`src/rtl/lane_deskew_ctrl.sv`:
```
// lane_deskew_ctrl: timestamps per-lane deskew markers and drives per-lane delay codes plus lock/error status
module lane_deskew_ctrl #(
  parameter int LANES = 4,
  parameter int data_width = 8,
  parameter int symbol_count_width = 4,
  parameter int delay_width = 3,
  parameter int MAX_SKEW = 6,
  parameter logic [data_width-1:0] MARKER = 8'hAA
) (
  input  logic                                RX_CLK,
  input  logic                                rst,
  input  logic                                Soft_RST_blocks,
  input  logic                                EN_LTSSM,
  input  logic                                GEN,
  input  logic                                relock,
  input  logic [LANES*data_width-1:0]         RX_Data,
  input  logic [LANES*symbol_count_width-1:0] count,
  input  logic [LANES-1:0]                    block_type,
  input  logic [LANES-1:0]                    valid,
  output logic [LANES*delay_width-1:0]        delay_select,
  output logic                                deskew_done,
  output logic                                deskew_error
);
  typedef enum logic [1:0] {IDLE, MEASURE, LOCKED} state_t;
  state_t state_q, state_d;
  logic [LANES-1:0] hit, new_hit, arrived_q, arrived_d;
  logic [LANES-1:0][delay_width-1:0] stamp_q, stamp_d, dly_q, dly_d;
  logic [delay_width-1:0] lmax;
  logic [delay_width:0] timer_q, timer_d;
  logic started_q, started_d, done_q, done_d, err_q, err_d;
  logic active;
  assign active = EN_LTSSM & GEN;
  for (genvar i = 0; i < LANES; i++) begin : g_hit
    assign hit[i] = valid[i] & block_type[i] & (count[i*symbol_count_width +: symbol_count_width] == '0)
                    & (RX_Data[i*data_width +: data_width] == MARKER);
  end
  always_ff @(posedge RX_CLK) begin
    if (rst | Soft_RST_blocks) begin
      state_q   <= IDLE;
      arrived_q <= '0;
      stamp_q   <= '0;
      dly_q     <= '0;
      timer_q   <= '0;
      started_q <= 1'b0;
      done_q    <= 1'b0;
      err_q     <= 1'b0;
    end else begin
      state_q   <= state_d;
      arrived_q <= arrived_d;
      stamp_q   <= stamp_d;
      dly_q     <= dly_d;
      timer_q   <= timer_d;
      started_q <= started_d;
      done_q    <= done_d;
      err_q     <= err_d;
    end
  end
  always_comb begin
    state_d   = state_q;
    arrived_d = arrived_q;
    stamp_d   = stamp_q;
    dly_d     = dly_q;
    timer_d   = timer_q;
    started_d = started_q;
    done_d    = done_q;
    err_d     = 1'b0;
    new_hit   = hit & ~arrived_q;
    lmax      = '0;
    if (!active) begin
      state_d   = IDLE;
      arrived_d = '0;
      stamp_d   = '0;
      dly_d     = '0;
      timer_d   = '0;
      started_d = 1'b0;
      done_d    = 1'b0;
    end else begin
      case (state_q)
        IDLE: state_d = MEASURE;
        MEASURE: begin
          for (int l = 0; l < LANES; l++)
            if (new_hit[l]) stamp_d[l] = started_q ? timer_q[delay_width-1:0] : '0;
          arrived_d = arrived_q | new_hit;
          if (started_q) timer_d = timer_q + (delay_width+1)'(1);
          else if (|new_hit) begin
            started_d = 1'b1;
            timer_d   = (delay_width+1)'(1);
          end
          for (int l = 0; l < LANES; l++)
            if (stamp_d[l] > lmax) lmax = stamp_d[l];
          if (&arrived_d) begin
            for (int l = 0; l < LANES; l++) dly_d[l] = lmax - stamp_d[l];
            done_d  = 1'b1;
            state_d = LOCKED;
          end else if (started_q && timer_q == (delay_width+1)'(MAX_SKEW)) begin
            err_d     = 1'b1;
            arrived_d = '0;
            stamp_d   = '0;
            timer_d   = '0;
            started_d = 1'b0;
          end
        end
        LOCKED: if (relock) begin
          state_d   = MEASURE;
          arrived_d = '0;
          stamp_d   = '0;
          dly_d     = '0;
          timer_d   = '0;
          started_d = 1'b0;
          done_d    = 1'b0;
        end
        default: state_d = IDLE;
      endcase
    end
  end
  always_comb begin
    delay_select = dly_q;
    deskew_done  = done_q;
    deskew_error = err_q;
  end
endmodule

```
`config.mk`:
```
export PLATFORM = sky130hd
export DESIGN_NAME = lane_deskew_ctrl
export DESIGN_NICKNAME = d
export VERILOG_FILES = /design/src/rtl/lane_deskew_ctrl.sv
export SDC_FILE = /design/constraint.sdc
export NUM_CORES = 1
export LEC_CHECK = 0
export BUFFER_PORTS_ARGS = -buffer_cell sky130_fd_sc_hd__clkbuf_2
export CAP_MARGIN = 40
export CORE_MARGIN = 2
export CORE_UTILIZATION = 52
export DETAILED_ROUTE_END_ITERATION = 8
export HOLD_SLACK_MARGIN = 0.02
export PLACE_DENSITY = 0.81
export RECOVER_POWER = 25
export SKIP_LAST_GASP = 1
export SLEW_MARGIN = 25
export SYNTH_ARGS = -nofsm -noshare
export SYNTH_HDL_FRONTEND = slang
export SYNTH_SLANG_ARGS = --single-unit
```
`constraint.sdc`:
```
create_clock -name RX_CLK -period 7.8 [get_ports RX_CLK]
set_input_delay 1.56 -clock RX_CLK [delete_from_list [all_inputs] [get_ports RX_CLK]]
set_output_delay 1.56 -clock RX_CLK [all_outputs]
set_load 0.02 [all_outputs]
```
After elaboration in Yosys (flattened, before gate mapping)
Index checks and enable logic that the tools add are counted.
{ "classes": {"add_sub_neg": 5, "n_lt_le_gt_ge": 4, "n_eq_ne": 9, "n_mux": 52, "bitwise": 19, "n_reduce_logical": 14} }
{ "ops": {"columns": ["op", "count"], "rows": [
  ["3-bit 2-to-1 mux", 25],
  ["12-bit 2-to-1 mux", 4],
  ["12-bit case mux with 2 select lines", 2],
  ["8-bit == test (second input constant)", 4],
  ["4-bit 2-to-1 mux", 7],
  ["4-bit logical NOT", 4],
  ["4-bit case mux with 2 select lines", 2],
  ["1-bit AND", 13],
  ["3-bit subtractor", 4],
  ["3-bit > comparator", 3],
  ["4-bit OR reduction", 2],
  ["1-bit 2-to-1 mux", 7],
  ["2-bit case mux with 3 select lines", 1],
  ["4-bit by 1-bit adder with 4-bit output (second input constant)", 1],
  ["4-bit AND", 1],
  ["4-bit by 3-bit == test with 1-bit output (second input constant)", 1],
  ["2-bit 2-to-1 mux", 2],
  ["2-bit != test (second input constant)", 2],
  ["4-bit NOT", 1],
  ["4-bit OR", 1],
  ["1-bit case mux with 2 select lines", 2],
  ["2-bit AND reduction", 2],
  ["4-bit AND reduction", 1],
  ["3-bit by 1-bit > comparator with 1-bit output (second input constant)", 1],
  ["9 further kinds", 10]
]} }
{ "totals": {"reg_bits": 37, "in_bits": 62, "output_inout_bits": 14, "word_cells": 117} }

Longest topological paths before layout
{ "depth": {"depth_word": 26, "mapped_depth": 29, "ltp_nobuf": 29} }

Least setup slack after synthesis
OpenSTA, ideal clock, no wires.
{ "synth_timing": {"path_kind": "input-to-reg", "start": "in count[4]", "end": "reg dly_q (netlist bit delay_select[8])", "setup_ns": 0.117, "t_arrival_ns": 7.067, "required_time_ns": 7.683, "path_slack_ns": 0.616, "path_stages": 27, "n_path_buf": 0, "path_cell_list": "and4bb_2 -> and4_4 -> mux2i_1 -> inv_1 -> ha_1 -> nor2b_1 -> a221oi_2 -> a31oi_1 -> mux2_2 -> ha_1 -> nor2b_1 -> o21ai_0 -> nor2b_1 -> a31oi_1 -> mux2_2 -> ha_1 -> nor2b_1 -> o21ai_0 -> a32oi_1 -> nand2_1 -> o21ai_0 -> ha_1 -> inv_1 -> fa_1 -> xor2_1 -> xnor2_1 -> a22o_1"} }
{ "synth_via": {"elab_chain_cells": 22, "elab_cells_between_ends": 26, "classes_between": "add/sub: 1; order compare: 3; eq/ne: 1; mux: 14; bitwise: 4; reduce/logical: 3"} }
{ "synth_rtl": {"columns": ["item", "line_no", "rtl"], "rows": [
  ["start, declared", "17", "input logic [LANES*symbol_count_width-1:0] count,"],
  ["4-bit logical NOT (*)", "34", "assign hit[i] = valid[i] & block_type[i] & (count[i*symbol_count_width +: symbol_count_width] == '0)"],
  ["1-bit AND (*)", "34", null],
  ["1-bit AND (*)", "35", "& (RX_Data[i*data_width +: data_width] == MARKER);"],
  ["4-bit AND (*)", "67", "new_hit = hit & ~arrived_q;"],
  ["3-bit 2-to-1 mux", "82", "if (new_hit[l]) stamp_d[l] = started_q ? timer_q[delay_width-1:0] : '0;"],
  ["3-bit 2-to-1 mux", "78", "case (state_q)"],
  ["3-bit 2-to-1 mux", "69", "if (!active) begin"],
  ["3-bit > comparator", "90", "if (stamp_d[l] > lmax) lmax = stamp_d[l];"],
  ["(+6 left out)", null, null],
  ["3-bit 2-to-1 mux", "69", null],
  ["3-bit > comparator", "90", null],
  ["3-bit 2-to-1 mux", "90", null],
  ["3-bit 2-to-1 mux", "78", null],
  ["3-bit 2-to-1 mux", "69", null],
  ["3-bit subtractor", "92", "for (int l = 0; l < LANES; l++) dly_d[l] = lmax - stamp_d[l];"],
  ["12-bit 2-to-1 mux", "91", "if (&arrived_d) begin"],
  ["12-bit case mux with 2 select lines", "78", null],
  ["end signal, assigned", "51", "dly_q <= dly_d;"],
  ["end, declared", "27", "logic [LANES-1:0][delay_width-1:0] stamp_q, stamp_d, dly_q, dly_d;"]
]} }
Mark *: on every way between the ends. The rest lies on a longest branch, timed or not. The select of a mux whose other input is x is not followed.
A chain may end at the register's enable or synchronous reset.

Final worst setup path
{ "layout_timing": {"start": "in RX_Data[6]", "end": "reg dly_q (netlist bit delay_select[5])"} }
{ "layout_via": {"elab_chain_cells": 25, "elab_cells_between_ends": 29, "classes_between": "add/sub: 1; order compare: 4; eq/ne: 2; mux: 17; bitwise: 3; reduce/logical: 2"} }
{ "layout_rtl": {"columns": ["item", "line_no", "rtl"], "rows": [
  ["start, declared", "16", "input logic [LANES*data_width-1:0] RX_Data,"],
  ["8-bit == test (*)", "35", null],
  ["1-bit AND (*)", "35", null],
  ["4-bit AND (*)", "67", null],
  ["3-bit 2-to-1 mux", "82", null],
  ["3-bit 2-to-1 mux", "78", null],
  ["3-bit 2-to-1 mux", "69", null],
  ["3-bit by 1-bit > comparator with 1-bit output", "90", null],
  ["3-bit 2-to-1 mux", "90", null],
  ["(+9 left out)", null, null],
  ["3-bit 2-to-1 mux", "69", null],
  ["3-bit > comparator", "90", null],
  ["3-bit 2-to-1 mux", "90", null],
  ["3-bit 2-to-1 mux", "78", null],
  ["3-bit 2-to-1 mux", "69", null],
  ["3-bit subtractor", "92", null],
  ["12-bit 2-to-1 mux", "91", null],
  ["12-bit case mux with 2 select lines", "78", null]
]} }
Marked as above.

==> results.md <==
Run status:
- The flow ran to the end, and the final reports show no timing, DRC or antenna violations.

Route:
- The first TritonRoute pass finished after 4 iterations.
- The count of nets left with antenna violations once routing finished came out at 0.
- After detailed routing, the wire length on met1 is 2640 um.
- The highest metal layer used by the detailed router is met4.
- The total DRC errors in the routed layout is 0.
- The post-detailed-route wirelength per cell is 14.7 um.
- After detailed routing, the total wire length is 6050 um.
- After detailed routing, the number of vias per cell comes to 5.65.
- For this block, the via count after detailed routing is 2329.
- The first-iteration detailed-routing DRC count is 125.
- Summed over all nets, wire length on met2 after detailed routing comes to 3070 um.
- The routed design uses 231 um of met3 wire.

Synth:
- The proportion of register bits with asynchronous set or reset after synthesis is 0%.
- The synthesized area divided by synthesized cell count is 9.00 um^2.
- The number of nets in the synthesized netlist is 360.
- The most common cell in the synthesized netlist is nor2_1.
- The total number of yosys warnings is 0.
- The share of the yosys chip area belonging to registers is 29.5%.
- The cell type with the highest aggregate area in the netlist is dfxtp_1.
- The gate count after technology mapping is 279.
- Among all flip-flop cells after synthesis, the most frequent one is dfxtp_1.
- The share of the synthesized area in the top cell type is 29.5%.
- By area the synthesized netlist is led by dfxtp_1 30%, ha_1 7.5%, nor2_1 5.8%.
- The synthesized design contains 0 enable-type register cells.
- Counting distinct cell types in the post-synthesis netlist gives 49.
- The post-synthesis instance area is 0.00251 mm^2.
- The register bit total from synthesis is 37.
- In the synthesized netlist, the cells that appear most often are 39 x nor2_1, 37 x dfxtp_1, 20 x inv_1, 17 x a21oi_1, 16 x a22oi_1.

GRT:
- The first-pass GRT wire length is 10300 um.
- Entering global routing, the biggest net connects 34 pins.
- The total track usage is 24.2%.
- The number of antenna violations at the first check in global routing is 0.
- The total overflow reported by the global router is 0.
- The number of global-route vias before repair is 2288.

Floorplanning:
- The total area inside the core boundary comes to 0.00469 mm^2.
- The number of rows created at floorplan is 25.
- The initial utilization of the core area, before any placement, comes to 53.5%.
- The die outline height is 73.5 um.
- In this run the horizontal extent of the chip is 73.5 um.
- During I/O placement, the number of pins put on the boundary was 76.
- The die covers 0.00540 mm^2.

Finish:
- Across the whole layout, storage elements account for 741 um^2.
- 0 antenna diodes ended up in the layout.
- The multi-input logic area is 0.00164 mm^2.
- The signed area change from the synthesized netlist to the final layout is 21.3%.
- The total of fill cells in the finished design is 390.
- The post-route standard cell area excluding fillers is 0.00305 mm^2.
- The ratio of cells with drive above 1 in the final layout is 29.9%.
- At the end of the flow, the number of nets in the layout was 438.

STA:
- Headroom to the max-slew limit came out at 49.2%.
- The highest attainable clock frequency is 138 MHz.
- Once routing completed, OpenROAD measured the worst setup slack at 0.575 ns.
- The clock skew is 0.00519 ns.
- For the pin with the worst max-slew slack, the measured transition is 0.762 ns.
- Setup repair after global routing left no endpoint under its margin.
- The final hold violation count was 0.
- The aggregate negative setup slack is 0 ns.
- The period utilization is 92.6%.
- The number of setup violations in the final report is 0.
- The worst hold slack is 0.463 ns.
- The final-report max-slew violation count is 0.
- The minimum period implied by the final worst setup slack is 7.23 ns.

Setup path:
- The number of buffers and inverters on the critical path is 2.
- Broken down by cell family, the worst path's largest delay share belongs to compound AO/OA/AOI/OAI gates.
- The critical path is of the in -> reg type.
- The maximum net fanout on the critical path is 6.
- The critical path launch point type is a primary input.
- The slowest stage cell on the critical path is a221oi_2.
- The worst setup path is captured at a flop.
- The largest single stage delay on the critical path is 0.37 ns.
- For the worst setup path, the data arrival time is 7.41 ns.
- For the worst setup path, the data required time is 7.99 ns.

Placement:
- The routability congestion estimate is 0.921.
- The detailed placer's ending HPWL is 4730 um.
- After detailed placement, the total cell area comes to 0.00292 mm^2.
- The number of I/O port buffers is 75.
- Timing analysis after detailed placement gives a worst setup slack of 0.0859 ns.

Hold path:
- The tightest min-delay check is of the reg -> reg type.

Clocking:
- The sink count of the clock tree is 37.
- The clock tree from TritonCTS is yes.
- After clock tree synthesis, the clock-pin slew on the worst setup and hold paths is 0.08 ns.
- Buffers inserted during clock tree synthesis total 5.
- The number of H-tree levels is 2.
- The longest clock path from root to sink contains 2 buffers.
- The insertion delay to the later sink of the worst-skew pair is 0.30 ns.
- The cell at the root of the clock tree is clkbuf_8.

Run:
- The tool flagged a number of max-cap violations equal to 0.

Power:
- Across the VDD grid, the largest voltage drop is 71.9 uV.
- The power density relative to cell area is 128 mW/mm^2.
- In this run the static leakage power is 1.18 nW.
==> worst register-to-register path, cell delays in order, from the launching register on <==
cell	delay (ns)
dfxtp_1	0.34
nor3_1	0.17
and4_2	0.36
mux2i_4	0.34
ha_1	0.32
nor2b_1	0.16
a221oi_2	0.37
a31oi_1	0.13
mux2_2	0.31
ha_1	0.28
nor2b_1	0.13
o21ai_0	0.20
nor2b_1	0.27
a31oi_1	0.11
nor2_1	0.13
a21oi_1	0.07
ha_1	0.32
nor2b_1	0.14
o21ai_0	0.11
a32oi_2	0.31
nand2_1	0.08
o21ai_1	0.19
ha_1	0.20
inv_1	0.05
fa_1	0.37
xnor2_1	0.26
xnor2_1	0.10
a22o_1	0.20
==> timing repair <==
item                                    CTS  global route
resized for setup                         0             3
endpoints found under the setup margin    0             8
hold buffers                              0             0
buffers inserted                          0             2
==> cell type report <==
class                   instances  area share (%)
multi-input cells             212            53.9
repair buffers                 81            13.3
clock inverters                 1           0.986
flip-flops and latches         37            24.3
well taps                      54            2.22
inverters                      20            2.47
clock buffers                   7            2.83
==> through the flow <==
step           cells  util [%]  power [mW]
2_1_floorplan    279         -       0.203
3_3_place_gp     402      62.2       0.218
3_5_place_dp     402      62.2       0.220
4_1_cts          410      64.7       0.391
5_1_grt          412      64.9       0.400
6_report         412      64.9       0.390
==> cell usage in the layout (no fill, tap or decap), drive strengths merged, types with 2 or more instances in the layout <==
| cell type | n |
|---|---|
| a22o | 3 |
| nor2b | 8 |
| mux2i | 9 |
| nor4bb | 2 |
| a41oi | 3 |
| dfxtp | 37 |
| a31oi | 2 |
| a21o | 2 |
| clkbuf | 82 |
| and4bb | 10 |
| fa | 4 |
| and4 | 5 |
| inv | 20 |
| o21ai | 6 |
| and2 | 4 |
| buf | 6 |
| o21a | 2 |
| a21oi | 17 |
| a22oi | 16 |
| nand2 | 12 |
| nor3 | 9 |
| xnor2 | 6 |
| mux2 | 10 |
| nand2b | 6 |
| ha | 15 |
| nand3 | 5 |
| nor2 | 39 |
| o22ai | 2 |
==> flip-flops by register name (all words and copies together), names as in the netlist <==
signal / flops
arrived_q: 4
state_q: 2
stamp_q: 12
deskew_error: 1
delay_select: 12
started_q: 1
timer_q: 4
deskew_done: 1
==> metal layers <==
layer,vias to the layer above,global-route usage (%)
met5,-,0
met3,10,3.02
met1,1104,30.1
li1,1160,-
met4,0,9.29
met2,55,42.3
==> worst paths after layout <==
kind                     start         endpoint  slack (ns)  cells past startpoint
hold reg to reg    deskew_done      deskew_done        0.46                      2
hold / removal     deskew_done      deskew_done        0.46                      2
setup reg to reg  arrived_q[0]  delay_select[5]        1.67                     27
setup / recovery    RX_Data[6]  delay_select[5]        0.57                     28
==> cells by family (layout without fill, tap and decap cells) <==
kind of cell	after synthesis	in the layout	share of synthesized area [%]
xor+xnor	7	7	2.44
simple gates	108	108	25.5
flops	37	37	29.5
fa+ha+maj	19	19	10.7
mux	19	19	9.22
compound gates	59	59	17.1
buf+inv	30	109	5.48
==> where the power goes <==
group | switching [mW] | total, mW | internal [mW]
sequential | 0.000157 | 0.189 | 0.189
clock | 0.0705 | 0.175 | 0.104
combinational | 0.0108 | 0.0262 | 0.0154
total | 0.0815 | 0.390 | 0.309
Note: power is estimated with default switching activity, not from simulation.
